--- config.mk ---
export PLATFORM = sky130hd
export DESIGN_NAME = sat_narrow_stream
export DESIGN_NICKNAME = d
export VERILOG_FILES = /design/src/rtl/sat_narrow_stream.sv
export SDC_FILE = /design/constraint.sdc
export NUM_CORES = 1
export LEC_CHECK = 0
export CORE_ASPECT_RATIO = 0.6
export CORE_MARGIN = 2
export CORE_UTILIZATION = 40
export DETAILED_ROUTE_END_ITERATION = 10
export PLACE_DENSITY = 0.81
export SLEW_MARGIN = 40
export SYNTH_ARGS = -nofsm -noshare
export SYNTH_HDL_FRONTEND = slang
export SYNTH_SLANG_ARGS = --single-unit
--- constraint.sdc ---
create_clock -name clk -period 2 [get_ports clk]
set_input_delay 0.6 -clock clk [delete_from_list [all_inputs] [get_ports clk]]
set_output_delay 0.6 -clock clk [all_outputs]
set_load 0.01 [all_outputs]
--- src/rtl/sat_narrow_stream.sv ---
// sat_narrow_stream: saturating signed IN_W->OUT_W narrowing stage with a
// 2-entry skid buffer on valid/ready and saturation statistics.
module sat_narrow_stream #(
    parameter int IN_W  = 32,
    parameter int OUT_W = 16,
    parameter int CNT_W = 16
) (
    input  logic             clk,
    input  logic             rst_n,
    input  logic             in_valid,
    output logic             in_ready,
    input  logic [IN_W-1:0]  in_data,
    output logic             out_valid,
    input  logic             out_ready,
    output logic [OUT_W-1:0] out_data,
    output logic             out_sat,
    output logic             sat_sticky,
    output logic [CNT_W-1:0] sat_count,
    input  logic             clr
);
    typedef enum logic [1:0] {EMPTY, ONE, TWO} state_t;

    state_t             r_state, w_next;
    logic               r_in_ready, r_out_valid;
    logic [OUT_W-1:0]   r_main_data, r_skid_data;
    logic               r_main_sat, r_skid_sat;
    logic               r_sticky;
    logic [CNT_W-1:0]   r_cnt;
    logic [IN_W-OUT_W:0] w_hi;
    logic               w_sat, w_acc, w_otx;
    logic [OUT_W-1:0]   w_res;

    // The word fits when every bit from the narrow sign bit upward is the same.
    always_comb begin
        w_hi  = in_data[IN_W-1:OUT_W-1];
        w_sat = !((&w_hi) || !(|w_hi));
        w_res = !w_sat ? in_data[OUT_W-1:0] :
                in_data[IN_W-1] ? {1'b1, {(OUT_W-1){1'b0}}} : {1'b0, {(OUT_W-1){1'b1}}};
        w_acc = in_valid && r_in_ready;
        w_otx = r_out_valid && out_ready;
        w_next = r_state == EMPTY ? (w_acc ? ONE : EMPTY) :
                 r_state == ONE   ? ((w_acc && !w_otx) ? TWO : (!w_acc && w_otx) ? EMPTY : ONE) :
                                    (w_otx ? ONE : TWO);
    end

    always_ff @(posedge clk or negedge rst_n) begin
        if (!rst_n) begin
            r_state     <= EMPTY;
            r_in_ready  <= 1'b1;
            r_out_valid <= 1'b0;
            r_main_data <= '0;
            r_main_sat  <= 1'b0;
            r_skid_data <= '0;
            r_skid_sat  <= 1'b0;
        end else begin
            r_state     <= w_next;
            r_in_ready  <= w_next != TWO;
            r_out_valid <= w_next != EMPTY;
            if ((r_state == EMPTY && w_acc) || (r_state == ONE && w_acc && w_otx)) begin
                r_main_data <= w_res;
                r_main_sat  <= w_sat;
            end else if (r_state == TWO && w_otx) begin
                r_main_data <= r_skid_data;
                r_main_sat  <= r_skid_sat;
            end
            if (r_state == ONE && w_acc && !w_otx) begin
                r_skid_data <= w_res;
                r_skid_sat  <= w_sat;
            end
        end
    end

    // A saturating accept in the same cycle as clr counts as the first event after the clear.
    always_ff @(posedge clk or negedge rst_n) begin
        if (!rst_n) begin
            r_cnt    <= '0;
            r_sticky <= 1'b0;
        end else if (clr) begin
            r_cnt    <= (w_acc && w_sat) ? CNT_W'(1) : '0;
            r_sticky <= w_acc && w_sat;
        end else if (w_acc && w_sat) begin
            r_cnt    <= (&r_cnt) ? r_cnt : r_cnt + 1'b1;
            r_sticky <= 1'b1;
        end
    end

    assign in_ready   = r_in_ready;
    assign out_valid  = r_out_valid;
    assign out_data   = r_main_data;
    assign out_sat    = r_main_sat;
    assign sat_sticky = r_sticky;
    assign sat_count  = r_cnt;
endmodule

==> results of run 1 <==
power breakdown:
part / switching [mW] / leakage [nW] / internal [mW]
combinational: 0.948 / 1.19 / 1.17
clock: 0.411 / 0.0759 / 0.585
sequential: 0.282 / 0.701 / 1.51
total: 1.64 / 1.97 / 3.27
what timing repair did:
item / CTS / global route
buffers inserted: 7 / 7
endpoints found under the setup margin: 52 / 50
gates resized for setup: 103 / 27
hold buffers: 0 / 0
gates cloned: 3 / 3
pin swaps: 19 / 17
flip-flops by register name (all words and copies together), names as in the netlist:
register     flops
in_ready         1
out_data        16
out_sat          1
out_valid        1
r_skid_data     16
r_skid_sat       1
r_state          2
sat_count       16
sat_sticky       1
cell usage after synthesis (all sizes together) (2+ instances only):
master and n:
a221o 15, nand4 8, clkbuf 11, and3 3
nand2b 4, nand3 6, dfrtp 54, nor2 20
mux2 12, ha 2, inv 3, nand2 43
nor2b 12, or2 2, buf 7, nor4 14
a211o 16, and4 2, nor3 6, o21ai 19
kinds of logic after synthesis:
group	after synthesis
compound gates	62
xor+xnor	1
flops	55
simple gates	123
mux	13
fa+ha+maj	2
buf+inv	21
through the flow:
stage                     utilization, %  instances  setup WS [ns]
after floorplan                        -        277        -0.0853
after global placement              58.0        455         -0.665
after detailed placement            58.0        455         -0.723
after CTS                           65.1        471        -0.0759
after global routing                67.9        480        -0.0725
final                               67.9        480        -0.0267
cells in the final DEF (no fill, tap or decap), types with 3 or more instances in the layout:
cell             synthesis  routed
nor2_1                  20      19
o21ai_1                  0       6
nand4_1                  8       8
nor2b_1                 12      12
clkbuf_16                0       7
a211o_1                 16      16
and3_1                   3       3
mux2_2                  11       7
nand2_1                 43      41
mux2_4                   0       4
nor4_2                   0       5
dfrtp_1                 54      54
clkdlybuf4s50_1          0      52
nor3_4                   0       4
nand2b_1                 4       4
buf_4                    1      31
nand3_2                  0       4
a221o_1                 15      15
buf_2                    5       5
nor4_4                   0       8
buf_6                    1      21
buf_12                   0       6
o21ai_0                 19      13
layer usage:
metal  up-vias  track usage (%)
met3        22             5.31
met1      1453             31.9
met4         0             8.44
li1       1258                -
met2       161             39.7
met5         -                0
worst max path at each step:
| stage | from | cells past startpoint | end |
|---|---|---|---|
| 4_1_cts | in_data[27] | 9 | r_skid_data[2] |
| 3_5_place_dp | in_data[24] | 7 | r_skid_data[14] |
| 5_1_grt | in_data[24] | 9 | sat_count[14] |
| 3_3_place_gp | in_data[26] | 9 | out_data[1] |
| 2_1_floorplan | in_data[24] | 7 | sat_count[8] |
| 6_report | in_data[24] | 8 | sat_count[8] |
cell type report:
class	instances	area, µm²	share of cell area, %
multi-input cells	202	1570	34.7
flip-flops and latches	55	1380	30.5
repair buffers	126	1290	28.6
clock buffers	5	125	2.77
well taps	87	109	2.41
clock inverters	2	37.5	0.831
inverters	3	11.3	0.249
==> run summary, run 1 <==
======================================================================================
Result of the run                                                         complete, but fails checks
Violated checks                                                           setup timing
Number of cells produced by synthesis                                              277
Maximum cell stage delay along the critical path                               0.42 ns
Slew headroom                                                                    71.7%
Largest vdd supply drop                                                         548 µV
Average cell area after synthesis                                             9.91 µm²
Vias per cell                                                                     6.03
Clock-pin transition on the worst setup and hold timing paths                  0.07 ns
Die H                                                                          68.2 µm
Aggregate global-route resource usage                                            24.0%
Power per standard cell area                                               1090 mW/mm²
Clock Skews                                                                 0.00555 ns
Number of distinct standard cells referenced by the synthesized netlist             43
DRT Wirelength                                                                 9520 µm
Sum of overflow across all layers after global routing                               0
Maximum clock insertion buffer count                                                 2
Net count of the finished layout                                                   432
Combinational family with the most area after synthesis                   simple AND/OR/NAND/NOR gates
Sum of negative setup slack                                                 -0.0457 ns
Post-Syn Nets                                                                      316
Maximum clock frequency                                                        493 MHz
Hold Vio Cnt, Final                                                                  0
Minimum hold slack                                                            0.283 ns
Seq/Total Area, Yosys                                                            50.2%
Clock sink count                                                                    55
Core Region                                                                0.00665 mm²
Tot Pwr                                                                        4.91 mW
Via count of the first global-routing pass                                        2769
Post-Synth Adder-Cell Area                                                      0.912%
Setup slack of the most critical reg-to-reg path                               0.02 ns
Count of antenna-violating nets left after detailed routing                          0
Simple-gate share of the synthesized area                                        22.3%
CP max-delay cell                                                                or4_4
Routed length on met2                                                          4400 µm
Clock tree from TritonCTS                                                          yes
Synth area leaders                                                        dfrtp_1 49%, nand2_1 5.9%, a221o_1 5.5%, a211o_1 5.1%, mux2_2 4.5%
Final slew viol count                                                                0
Async set-reset flop share out of synthesis                                       100%
Wire length per cell                                                           19.8 µm
Kind of launch point of the worst setup path                                input port
Final design area excluding fillers                                        0.00452 mm²
Hold Path Class                                                           input port to async pin
Met3 WL post-DR                                                                 774 µm
Crit share post-route                                                             101%
Met1 wire length                                                               4170 µm
Critical path type                                                        input port to flop
Critical register-to-register path endpoint                               sat_count[8]
Static Leakage                                                                 1.97 nW
Clock root buffer                                                            clkbuf_16
Horizontal die dimension                                                        111 µm
Count of input and output buffers                                                   72
Post-synthesis xor/xnor area fraction                                           0.319%
Ports placed on the boundary                                                        73
Total number of yosys warnings                                                       0
Critical-path maximum fanout                                                         6
Flip-flop and latch count after synthesis                                           55
Effective utilization at floorplan                                               41.3%
Growth of design area from synthesis to finish                                   64.6%
Post-DP Area                                                               0.00386 mm²
Synth area leader                                                              dfrtp_1
Count of H-tree levels built during CTS                                              2
WP data arrival                                                                2.21 ns
Number of placement rows                                                            23
Global placement routability congestion                                          0.803
Number of endpoints failing setup at the final stage                                 2
Placed wire-length estimate                                                    5460 µm
Cell area after synthesis                                                  0.00274 mm²
Least setup slack across all paths after layout                             -0.0267 ns
Antenna violations before repair                                                     0
RSZ-0062 raised after global routing                                               yes
Capturing element type of the critical path                                       flop
Uppermost metal layer occupied by signal nets                                     met4
Number of cells traversed by the worst register-to-register path                     5
EDFF count, synth                                                                    0
Residual DRC                                                                         0
Filler cell count in the final layout                                              459
Maximum capacitance violations                                                       0
Predominant post-synthesis flop cell                                           dfrtp_1
Fraction of layout instances using a drive strength above 1                      31.8%
Critical path required time                                                    2.18 ns
Clock latency at the later pin of the worst-skew pair                          0.30 ns
Synth top area share                                                             49.2%
Cell family with most CP delay                                            simple AND/OR/NAND/NOR gates
First-iteration detailed-routing DRC count                                         216
Critical R2R Launch                                                       sat_count[4]
Crit path buffers/inverters                                                          2
Final critical delay including setup and external delays                       2.03 ns
DR pass1 iterations                                                                  6
First-pass GRT wire length                                                    14100 µm
Number of buffers created by CTS                                                     5
Compound-cell area share of the yosys netlist                                    17.5%
Die Area                                                                   0.00756 mm²
Measured slew at the worst slew-check pin                                     0.423 ns
Multiplexer area fraction after synthesis                                        5.29%
Overall via count from detail_route                                               2894
Maximum number of pins on one net before global-route repair                        56
Critical-path cell list                                                   buf_6 -> and4_1 -> nand3_2 -> nor4_4 -> or2_4 -> buf_12 -> or4_4 -> mux2_4
Count of antenna diodes in the layout                                                0
======================================================================================
Note: power is estimated with default switching activity, not from simulation.
==> run 2, diff against run 1 <==
RECOVER_POWER = 100   (was default)
==> run summary, run 2 (synthesized netlist as in run 1, its figures left out) <==
=====================================================================================
Final design area excluding fillers                                       0.00450 mm²   was 0.00452 mm²
Maximum clock insertion buffer count                                                2   unchanged
Clock tree from TritonCTS                                                         yes   unchanged
Clock Skews                                                                0.00446 ns   was 0.00555 ns
WP data arrival                                                               2.21 ns   about the same
Internal power contribution                                                   3.27 mW   about the same
Power per standard cell area                                              1090 mW/mm²   about the same
Count of H-tree levels built during CTS                                             2   unchanged
Number of cells after detailed placement                                          455   unchanged
Clock root buffer                                                           clkbuf_16   unchanged
Post-DP Area                                                              0.00386 mm²   unchanged
Part of the total power dissipated in sequential elements                       36.6%   about the same
Placed wire-length estimate                                                   5460 µm   unchanged
Critical path required time                                                   2.18 ns   about the same
Clock-pin transition on the worst setup and hold timing paths                 0.07 ns   about the same
RSZ-0062 raised after global routing                                              yes   unchanged
Final slew viol count                                                               0   unchanged
Switching share of power                                                        33.4%   about the same
Critical-path maximum fanout                                                        6   unchanged
First-pass GRT wire length                                                   14100 µm   unchanged
CP max-delay cell                                                               or4_4   unchanged
Maximum capacitance violations                                                      0   unchanged
Critical R2R Launch                                                      sat_count[0]   was sat_count[4]
Vias per cell                                                                    6.03   about the same
Post-Layout Cell Count                                                            480   unchanged
DR pass1 iterations                                                                 5   was 6
DRT Wirelength                                                                9500 µm   was 9520 µm
Count of antenna diodes in the layout                                               0   unchanged
Ports placed on the boundary                                                       73   unchanged
Hold Vio Cnt, Final                                                                 0   unchanged
Count of antenna-violating nets left after detailed routing                         0   unchanged
Number of buffers added to fix hold violations after cts                            0   unchanged
Clock sink count                                                                   55   unchanged
Core Region                                                               0.00665 mm²   unchanged
Switching Power                                                               1.64 mW   about the same
Number of placement rows                                                           23   unchanged
Result of the run                                                        complete, but fails checks   unchanged
Aggregate global-route resource usage                                           24.0%   unchanged
Share of total power in the clock network                                       20.3%   about the same
Net count of the finished layout                                                  432   unchanged
Slew headroom                                                                   8.12%   was 71.7%
Count of input and output buffers                                                  72   unchanged
Fraction of layout instances using a drive strength above 1                     31.6%   was 31.8%
Die H                                                                         68.2 µm   unchanged
Global placement routability congestion                                         0.803   unchanged
Least setup slack across all paths after layout                            -0.0270 ns   was -0.0267 ns
Launch point of the critical path                                         in_data[24]   unchanged
Final critical delay including setup and external delays                      2.03 ns   about the same
Clock latency at the later pin of the worst-skew pair                         0.30 ns   about the same
Crit share post-route                                                            101%   about the same
Largest vdd supply drop                                                        549 µV   was 548 µV
Static Leakage                                                                1.96 nW   was 1.97 nW
Sum of negative setup slack                                                -0.0766 ns   was -0.0457 ns
Number of endpoints failing setup at the final stage                                8   was 2
Sum of overflow across all layers after global routing                              0   unchanged
Horizontal die dimension                                                       111 µm   unchanged
Maximum number of pins on one net before global-route repair                       56   unchanged
Number of buffers created by CTS                                                    5   unchanged
Maximum cell stage delay along the critical path                              0.42 ns   about the same
Violated checks                                                          setup timing   unchanged
Overall via count from detail_route                                              2892   was 2894
Capturing element type of the critical path                                      flop   unchanged
Measured slew at the worst slew-check pin                                     1.38 ns   was 0.423 ns
Effective utilization at floorplan                                              41.3%   unchanged
Kind of launch point of the worst setup path                               input port   unchanged
Combinational share of power                                                    43.1%   was 43.2%
Maximum clock frequency                                                       493 MHz   about the same
Most frequent standard cell in the layout excluding fill and tap cells        dfrtp_1   unchanged
Hold Path Class                                                          flop to flop   was input port to async pin
Critical-path cell list                                                  buf_6 -> and4_1 -> nand3_2 -> nor4_4 -> or2_4 -> buf_12 -> or4_4 -> mux2_4   unchanged
Commonest cells after routing, fill and taps aside                       54 x dfrtp_1, 52 x clkdlybuf4s50_1, 42 x nand2_1   was 54 x dfrtp_1, 52 x clkdlybuf4s50_1, 41 x nand2_1
First-iteration detailed-routing DRC count                                        235   was 216
Residual DRC                                                                        0   unchanged
Minimum hold slack                                                           0.508 ns   was 0.283 ns
Critical path type                                                       input port to flop   unchanged
Die Area                                                                  0.00756 mm²   unchanged
Antenna violations before repair                                                    0   unchanged
Worst Min Path Start                                                       r_skid_sat
Via count of the first global-routing pass                                       2769   unchanged
Wire length per cell                                                          19.8 µm   about the same
Setup Slack @ Placement                                                     -0.723 ns   unchanged
Core Util, Final                                                                67.6%   was 67.9%
Growth of design area from synthesis to finish                                  63.8%   was 64.6%
Tot Pwr                                                                       4.90 mW   was 4.91 mW
=====================================================================================
run 2: cell count changes in the layout (fill, tap and decap cells not counted):
cell / before / now
buf_12: 6 / 5
clkbuf_2: 2 / 3
clkdlybuf4s25_1: 0 / 1
dlymetal6s2s_1: 2 / 1
nand2_1: 41 / 42
nand2_2: 2 / 1
run 2: area by class of cell:
type / instances / area, µm²
clock buffers: 5 / 125
clock inverters: 2 / 37.5
fillers: 463 / 2150
inverters: 3 / 11.3
multi-input cells: 202 / 1560
flip-flops and latches: 55 / 1380
well taps: 87 / 109
repair buffers: 126 / 1270
run 2: per-layer routing:
layer  wire length (µm)  GRT usage, %
met2               4430          39.7
met1               4100          31.9
met4                166          8.44
met3                804          5.31
met5                  0             0
run 2: final timing paths:
path	depth (start not counted)	endpoint	slack [ns]
setup reg to reg	7	sat_count[11]	0.03
max in group asynchronous	2	out_data[6]	0.48
min in group asynchronous	2	sat_count[15]	0.70
hold / removal	2	r_skid_sat	0.51
setup / recovery	8	sat_count[8]	-0.03
hold reg to reg	2	r_skid_sat	0.51
run 2: timing repair:
| item | in CTS | in global routing |
|---|---|---|
| buffers inserted | 7 | 7 |
| endpoints found under the setup margin | 52 | 50 |
| pin swaps | 19 | 17 |
| gates resized for setup | 103 | 27 |
| cloned | 3 | 3 |
| endpoints found under the hold margin | 0 | 0 |
run 2: critical path: cells and delay by family:
family | cells | cell delay, ns
buffers and inverters | 2 | 0.24
and+or+nand+nor | 5 | 1.06
muxes | 1 | 0.32
run 2: power by group through the flow:
| stage | Clock (mW) | Combinational, mW | Sequential, mW |
|---|---|---|---|
| after floorplan | 0 | 0.809 | 1.83 |
| after global placement | 0 | 1.73 | 1.76 |
| after detailed placement | 0 | 1.81 | 1.77 |
| after CTS | 1.00 | 1.95 | 1.77 |
| after global routing | 1.04 | 2.28 | 1.84 |
| final | 0.996 | 2.11 | 1.79 |
